--- src/rtl/proc_pkg.sv ---
// Shared definitions for the 9-bit processor control unit: opcodes,
// time-step states and the IR field positions.
package proc_pkg;

  typedef enum logic [1:0] {
    T0 = 2'b00,
    T1 = 2'b01,
    T2 = 2'b10,
    T3 = 2'b11
  } state_t;

  localparam logic [2:0] OP_MV  = 3'b000;
  localparam logic [2:0] OP_MVI = 3'b001;
  localparam logic [2:0] OP_ADD = 3'b010;
  localparam logic [2:0] OP_SUB = 3'b011;

  // IR = {III, XXX, YYY}
  localparam int III_HI = 8;
  localparam int III_LO = 6;
  localparam int XXX_HI = 5;
  localparam int XXX_LO = 3;
  localparam int YYY_HI = 2;
  localparam int YYY_LO = 0;

  // Opcodes with the top bit set are reserved and execute as a NOP.
  function automatic logic is_reserved(input logic [2:0] op);
    return op[2];
  endfunction

endpackage

--- src/rtl/proc_control_fsm_dec3to8.sv ---
// 3-to-8 one-hot decoder used for the Rx and Ry register selects.
module dec3to8 (
  input  logic [2:0] sel_i,
  output logic [7:0] onehot_o
);

  // Exactly one bit set for every select value.
  always_comb begin
    onehot_o = 8'd1 << sel_i;
  end

endmodule

--- src/rtl/proc_control_fsm.sv ---
// Control unit of the multi-cycle 9-bit processor. Steps through T0..T3,
// one bus transfer per clock, and drives the bus-source selects and the
// load enables of the register file, A, G and IR. All outputs are decoded
// combinationally from the current step and IR.
module proc_control_fsm
  import proc_pkg::*;
(
  input  logic       Clock,
  input  logic       Reset,
  input  logic       Run,
  input  logic [8:0] IR,
  output logic       IRin,
  output logic [7:0] Rin,
  output logic [7:0] SRout,
  output logic       SGout,
  output logic       SDout,
  output logic       Ain,
  output logic       Gin,
  output logic       AddSub,
  output logic       Done
);

  state_t     state_q;
  state_t     state_d;
  logic [2:0] op;
  logic [7:0] x_oh;
  logic [7:0] y_oh;

  assign op = IR[III_HI:III_LO];

  dec3to8 u_dec_x (
    .sel_i    (IR[XXX_HI:XXX_LO]),
    .onehot_o (x_oh)
  );

  dec3to8 u_dec_y (
    .sel_i    (IR[YYY_HI:YYY_LO]),
    .onehot_o (y_oh)
  );

  // State register: reset returns to fetch, aborting any instruction in flight.
  always_ff @(posedge Clock) begin
    if (Reset) begin
      state_q <= T0;
    end else begin
      state_q <= state_d;
    end
  end

  // Per-step output strobes and next-step decode; Reset blanks every strobe.
  always_comb begin
    state_d = state_q;
    IRin    = 1'b0;
    Rin     = 8'h00;
    SRout   = 8'h00;
    SGout   = 1'b0;
    SDout   = 1'b0;
    Ain     = 1'b0;
    Gin     = 1'b0;
    AddSub  = 1'b0;
    Done    = 1'b0;

    case (state_q)
      T0: begin
        IRin    = Run;
        state_d = Run ? T1 : T0;
      end
      T1: begin
        if (is_reserved(op)) begin
          Done    = 1'b1;
          state_d = T0;
        end else if (op == OP_MV) begin
          SRout   = y_oh;
          Rin     = x_oh;
          Done    = 1'b1;
          state_d = T0;
        end else if (op == OP_MVI) begin
          SDout   = 1'b1;
          Rin     = x_oh;
          Done    = 1'b1;
          state_d = T0;
        end else begin
          // add/sub: first operand Rx into A
          SRout   = x_oh;
          Ain     = 1'b1;
          state_d = T2;
        end
      end
      T2: begin
        // second operand Ry through the ALU into G
        SRout   = y_oh;
        Gin     = 1'b1;
        AddSub  = (op == OP_SUB);
        state_d = T3;
      end
      T3: begin
        // result G back into Rx
        SGout   = 1'b1;
        Rin     = x_oh;
        Done    = 1'b1;
        state_d = T0;
      end
      default: begin
        state_d = T0;
      end
    endcase

    if (Reset) begin
      IRin   = 1'b0;
      Rin    = 8'h00;
      SRout  = 8'h00;
      SGout  = 1'b0;
      SDout  = 1'b0;
      Ain    = 1'b0;
      Gin    = 1'b0;
      AddSub = 1'b0;
      Done   = 1'b0;
    end
  end

endmodule
--- config.mk ---
export PLATFORM = sky130hd
export DESIGN_NAME = proc_control_fsm
export DESIGN_NICKNAME = d
export VERILOG_FILES = /design/src/rtl/proc_pkg.sv /design/src/rtl/proc_control_fsm_dec3to8.sv /design/src/rtl/proc_control_fsm.sv
export SDC_FILE = /design/constraint.sdc
export NUM_CORES = 1
export LEC_CHECK = 0
export ABC_AREA = 1
export CAP_MARGIN = 20
export CORE_AREA = 2 2 39 41
export CTS_CLUSTER_DIAMETER = 80
export DETAILED_ROUTE_END_ITERATION = 6
export DIE_AREA = 0 0 41 43
export DONT_BUFFER_PORTS = 1
export SLEW_MARGIN = 20
export SYNTH_ARGS = -nofsm -noshare
export SYNTH_HDL_FRONTEND = slang
export SYNTH_SLANG_ARGS = --single-unit
--- constraint.sdc ---
create_clock -name Clock -period 1.7 [get_ports Clock]
set_input_delay 0.255 -clock Clock [delete_from_list [all_inputs] [get_ports Clock]]
set_output_delay 0.255 -clock Clock [all_outputs]
set_load 0.01 [all_outputs]
### After elaboration in Yosys (flattened, before gate mapping)

Index checks and enable logic that the tools add are counted.

| storage, ports and cells | value |
|---|---|
| register bits | 2 |
| output and inout port bits | 23 |

| cells by class | value |
|---|---|
| mux-type cells | 37 |
| reduce and logical (&&, ||, !) cells | 2 |
| equality and inequality tests | 5 |
| shift operators | 2 |

Operator list:

| kind | number |
|---|---|
| 8-bit 2-to-1 mux | 8 |
| 8-bit case mux with 2 select lines | 2 |
| 1-bit 2-to-1 mux | 22 |
| 1-bit by 3-bit left shift with 8-bit output, first input constant | 2 |
| 2-bit case mux with 4 select lines | 1 |
| 2-bit 2-to-1 mux | 3 |
| 2-bit == test, second input constant | 2 |
| 3-bit by 1-bit == test with 1-bit output, second input constant | 1 |
| 3-bit by 2-bit == test with 1-bit output, second input constant | 1 |
| 3-bit logical NOT | 1 |
| 2-bit by 1-bit == test with 1-bit output, second input constant | 1 |
| 2-bit logical NOT | 1 |
| 1-bit case mux with 2 select lines | 1 |

### Longest topological paths before layout

| logic depth | value |
|---|---|
| depth after elaboration | 6 |
| gate-level depth with buffers | 7 |

### Modules after synthesis

From an unflattened synthesis, not the netlist that was laid out.

| unflattened totals | value |
|---|---|
| cells, all modules | 132 |
| area, all modules | 650.6 um^2 |

By module, submodules not included:

| module | area an instance (um^2) | cells an instance | times used | sequential area each (um^2) |
|---|---|---|---|---|
| proc_control_fsm | 538.0 | 102 | 1 | 40.0 |
| dec3to8 | 56.3 | 15 | 2 | 0.0 |

### Worst setup path before layout

Ideal clock, no wire load.

| timing | value |
|---|---|
| kind | reg2out |
| start point | register state_q[0] |
| end point | output AddSub |
| path slack | 0.200 ns |
| arrival time | 1.245 ns |
| stages on the path, launching flop included | 8 |
| cells stage by stage | dfxtp_1 > inv_1 > ha_1 > buf_4 > inv_1 > nor2_1 > inv_1 > nor3_1 |

| between the ends | value |
|---|---|
| longest elaborated chain between the ends | 3 |

Ends and longest elaborated chain:

| what | RTL line | source |
|---|---|---|
| start: declaration | proc_control_fsm.sv:23 | `state_t state_q;` |
| start signal: assignment | proc_control_fsm.sv:46 | `state_q <= state_d;` |
| 2-bit == test | proc_control_fsm.sv:63 | `case (state_q)` |
| 1-bit 2-to-1 mux | proc_control_fsm.sv:63 |  |
| 1-bit 2-to-1 mux | proc_control_fsm.sv:108 | `if (Reset) begin` |
| end: declaration | proc_control_fsm.sv:19 | `output logic AddSub,` |

Every way passes these cells.

==> results.md <==
* Row count at 14
* Global-route wire length before repair at 2530 microns
* Post-route ant nets at 0
* TritonCTS clock tree: done
* Area share of the largest cell type after synthesis at 20.6%
* Most instantiated cells after synthesis: 25 x sky130_fd_sc_hd__nand3_1, 20 x sky130_fd_sc_hd__nand2_1, 12 x sky130_fd_sc_hd__nor2_1
* Total nets after synthesis at 129
* Most instantiated library cell after synthesis: sky130_fd_sc_hd__nand3_1
* Area of the core at 0.00138 sq mm
* Leakage power summed over all cells at 0.269 nW
* GR Util All Layers at 21.1%
* Cell types occupying the most area after synthesis: sky130_fd_sc_hd__nand3_1 21%, sky130_fd_sc_hd__nand2_1 12%, sky130_fd_sc_hd__ha_1 8.2%
* Worst-path clk slew at 30 ps
* Critical Path Fanout Max at 8
* Worst ir drop on vdd at 0.000396 V
* Synth warn at 0
* Arrival time of the worst setup path at 1380 ps
* Fraction of final layout cells sized beyond drive strength 1 at 25.2%
* Post-synthesis async set-or-reset flop share at 0%
* Growth of design area from synthesis to finish at 14.6%
* Maxcap violations at 0
* Ratio of final minimum period to clock period at 96.3%
* Register bit total from synthesis at 2
* Endpoint kind of the worst setup timing path: output pin
* Final Hold Violating Endpoints at 0
* Number of enable-type register cells in the synthesized netlist at 0
* Full die area at 0.00176 sq mm
* Antenna violations before repair at 0
* Area of all sequential standard cells at 41.3 sq um
* Data required time of the critical path at 1440 ps
* DP HPWL at 1310 microns
* Pin count of the biggest net entering global routing at 10
* Final worst clock skew at 2.43 ps
* Worst-case headroom to the max-slew limit at 73.8%
* DIE WIDTH at 41 microns
* Per-cell via count in the routed design at 5.81
* Starting utilization of the core area at 43.9%
* Vias in the first global route at 657
* Transition time of the tightest slew-check pin at 390 ps
* Kind of critical path: reg2out
* Timing-limited maximum frequency at 611 MHz
* Number of setup buffers added after CTS at 0
* Latest clock arrival within the worst-skew pair at 230 ps
* Power density of the placed cells at 411 mW/mm^2
* Sequential element share of the synthesized area at 6.60%
* Unrepaired setup endpoints after global routing: yes
* I/O pin count at 35
* Run status: completed
* WL/cell at 13.2 microns
* Number of H-tree levels at 1
* Placed Cells incl. Taps at 128
* Remaining routing DRC violations at 0
* Clock Tree Buf Depth at 2
* Number of hold-repair buffers added at the cts stage at 0
* Number of distinct standard cells referenced by the synthesized netlist at 18
* Number of design-rule violations left by the first detailed-router iteration at 9
* Post-Syn Area at 607 sq um
* Main synth FF type: sky130_fd_sc_hd__dfxtp_1
* Count of non-filler cells in the finished layout at 131
* Clock tree root driver cell: sky130_fd_sc_hd__clkbuf_4
* Total clock buffers created by CTS at 3
* Synthesized instance count at 113
* Number of buffers inserted by port buffering at 0
* Remaining global-route overflow at 0
* Number of filler cells placed in the layout at 152
* Die Span Y at 43 microns
* Max-slew violation count at 0
* Inserted Diodes at 0
* Drt total wl at 1730 microns
* Clock Sink Count at 2
* Number of iterations in the first detailed-routing pass at 4
* Total Nets Final at 133
* Pwr Total at 286 uW
* Most area-hungry cell type in the Yosys netlist: sky130_fd_sc_hd__nand3_1
* GP Congestion at 0.790
* Avg Inst Size Synth at 5.37 sq um
* Worst setup SP type: flip-flop
* Worst min path class: in2reg
* Minimum clock period at 1640 ps
* Final number of setup-violating endpoints at 0
* Vias post-DR at 761
* Footprint of the multi-input gates at 522 sq um
==> critical path: stages (launching register included) <==
cell	delay, ps
sky130_fd_sc_hd__dfxtp_1	320
sky130_fd_sc_hd__inv_1	110
sky130_fd_sc_hd__ha_4	170
sky130_fd_sc_hd__nand3_1	100
sky130_fd_sc_hd__inv_2	130
sky130_fd_sc_hd__nand3_1	120
sky130_fd_sc_hd__a21oi_2	200
==> cell type report <==
class                           count  area share [%]
Multi-Input combinational cell     89            75.0
Clock buffer                        3            3.24
Timing Repair Buffer                3            3.24
Inverter                           18            9.71
Sequential cell                     2            5.94
Tap cell                           16            2.88
==> report_power, final <==
group | switching (mW) | internal (mW) | total (mW)
combinational | 0.0823 | 0.0389 | 0.121
clock | 0.0289 | 0.0780 | 0.107
sequential | 0.00551 | 0.0521 | 0.0576
==> cells by family (layout without fill, tap and decap cells) <==
| group | after synthesis | in the layout | share of synthesized area [%] |
|---|---|---|---|
| AOI/OAI and AO/OA | 14 | 14 | 14.4 |
| adders and majority gates | 4 | 4 | 8.25 |
| buffers and inverters | 22 | 24 | 15.7 |
| DFF | 2 | 2 | 6.60 |
| and+or+nand+nor | 71 | 71 | 55.0 |
==> path summary, 6_finish.rpt <==
check	cells after the start	start	end	slack (ps)
max	6	flip-flop	SRout[4]	60
min	1	Reset	state_q[0]$_SDFF_PP0_	140
max reg2reg	6	state_q[0]$_SDFF_PP0_	state_q[0]$_SDFF_PP0_	670
min reg2reg	1	state_q[0]$_SDFF_PP0_	flip-flop	510
==> layout by cell type, fill, tap and decap left out <==
cell	count
sky130_fd_sc_hd__nand3_1	25
sky130_fd_sc_hd__nand2_1	19
sky130_fd_sc_hd__nor2_1	12
sky130_fd_sc_hd__inv_1	11
sky130_fd_sc_hd__nand4_1	8
sky130_fd_sc_hd__a21oi_2	8
sky130_fd_sc_hd__inv_2	7
sky130_fd_sc_hd__nand2_2	3
sky130_fd_sc_hd__ha_1	3
sky130_fd_sc_hd__clkbuf_4	3
sky130_fd_sc_hd__buf_4	3
sky130_fd_sc_hd__nor3_1	2
sky130_fd_sc_hd__o21ai_0	2
sky130_fd_sc_hd__a31oi_4	1
sky130_fd_sc_hd__nor2_4	1
sky130_fd_sc_hd__o21ai_1	1
sky130_fd_sc_hd__nor3_2	1
sky130_fd_sc_hd__a21oi_1	1
sky130_fd_sc_hd__o22ai_1	1
sky130_fd_sc_hd__ha_4	1
sky130_fd_sc_hd__dfxtp_1	1
sky130_fd_sc_hd__dfxtp_2	1
==> what timing repair did <==
action | 4_1_cts | 5_1_grt
pin swaps | 0 | 0
setup endpoints to repair | 8 | 10
gates resized for setup | 3 | 10
==> through the flow <==
stage	instance area [sq um]	utilization [%]	setup slack (ps)	setup TNS (ps)	hold WS (ps)
after floorplan	607	-	200	0	369
after global placement	622	44.9	229	0	382
after detailed placement	622	44.9	163	0	381
final	696	50.3	63.7	0	139
after global routing	696	50.3	-1.61	-1.61	137
after CTS	654	47.3	-37.9	-161	133
==> layer usage <==
layer,share of wire (%),routed length [microns],track usage (%),up-vias
li1,-,-,-,384
met2,56,970,34.4,26
met1,36,630,22.0,349
met4,0.81,14,14.0,0
met3,6.6,115,5.76,2
met5,0,0,0,-
Power figures use the tool's default switching activity.
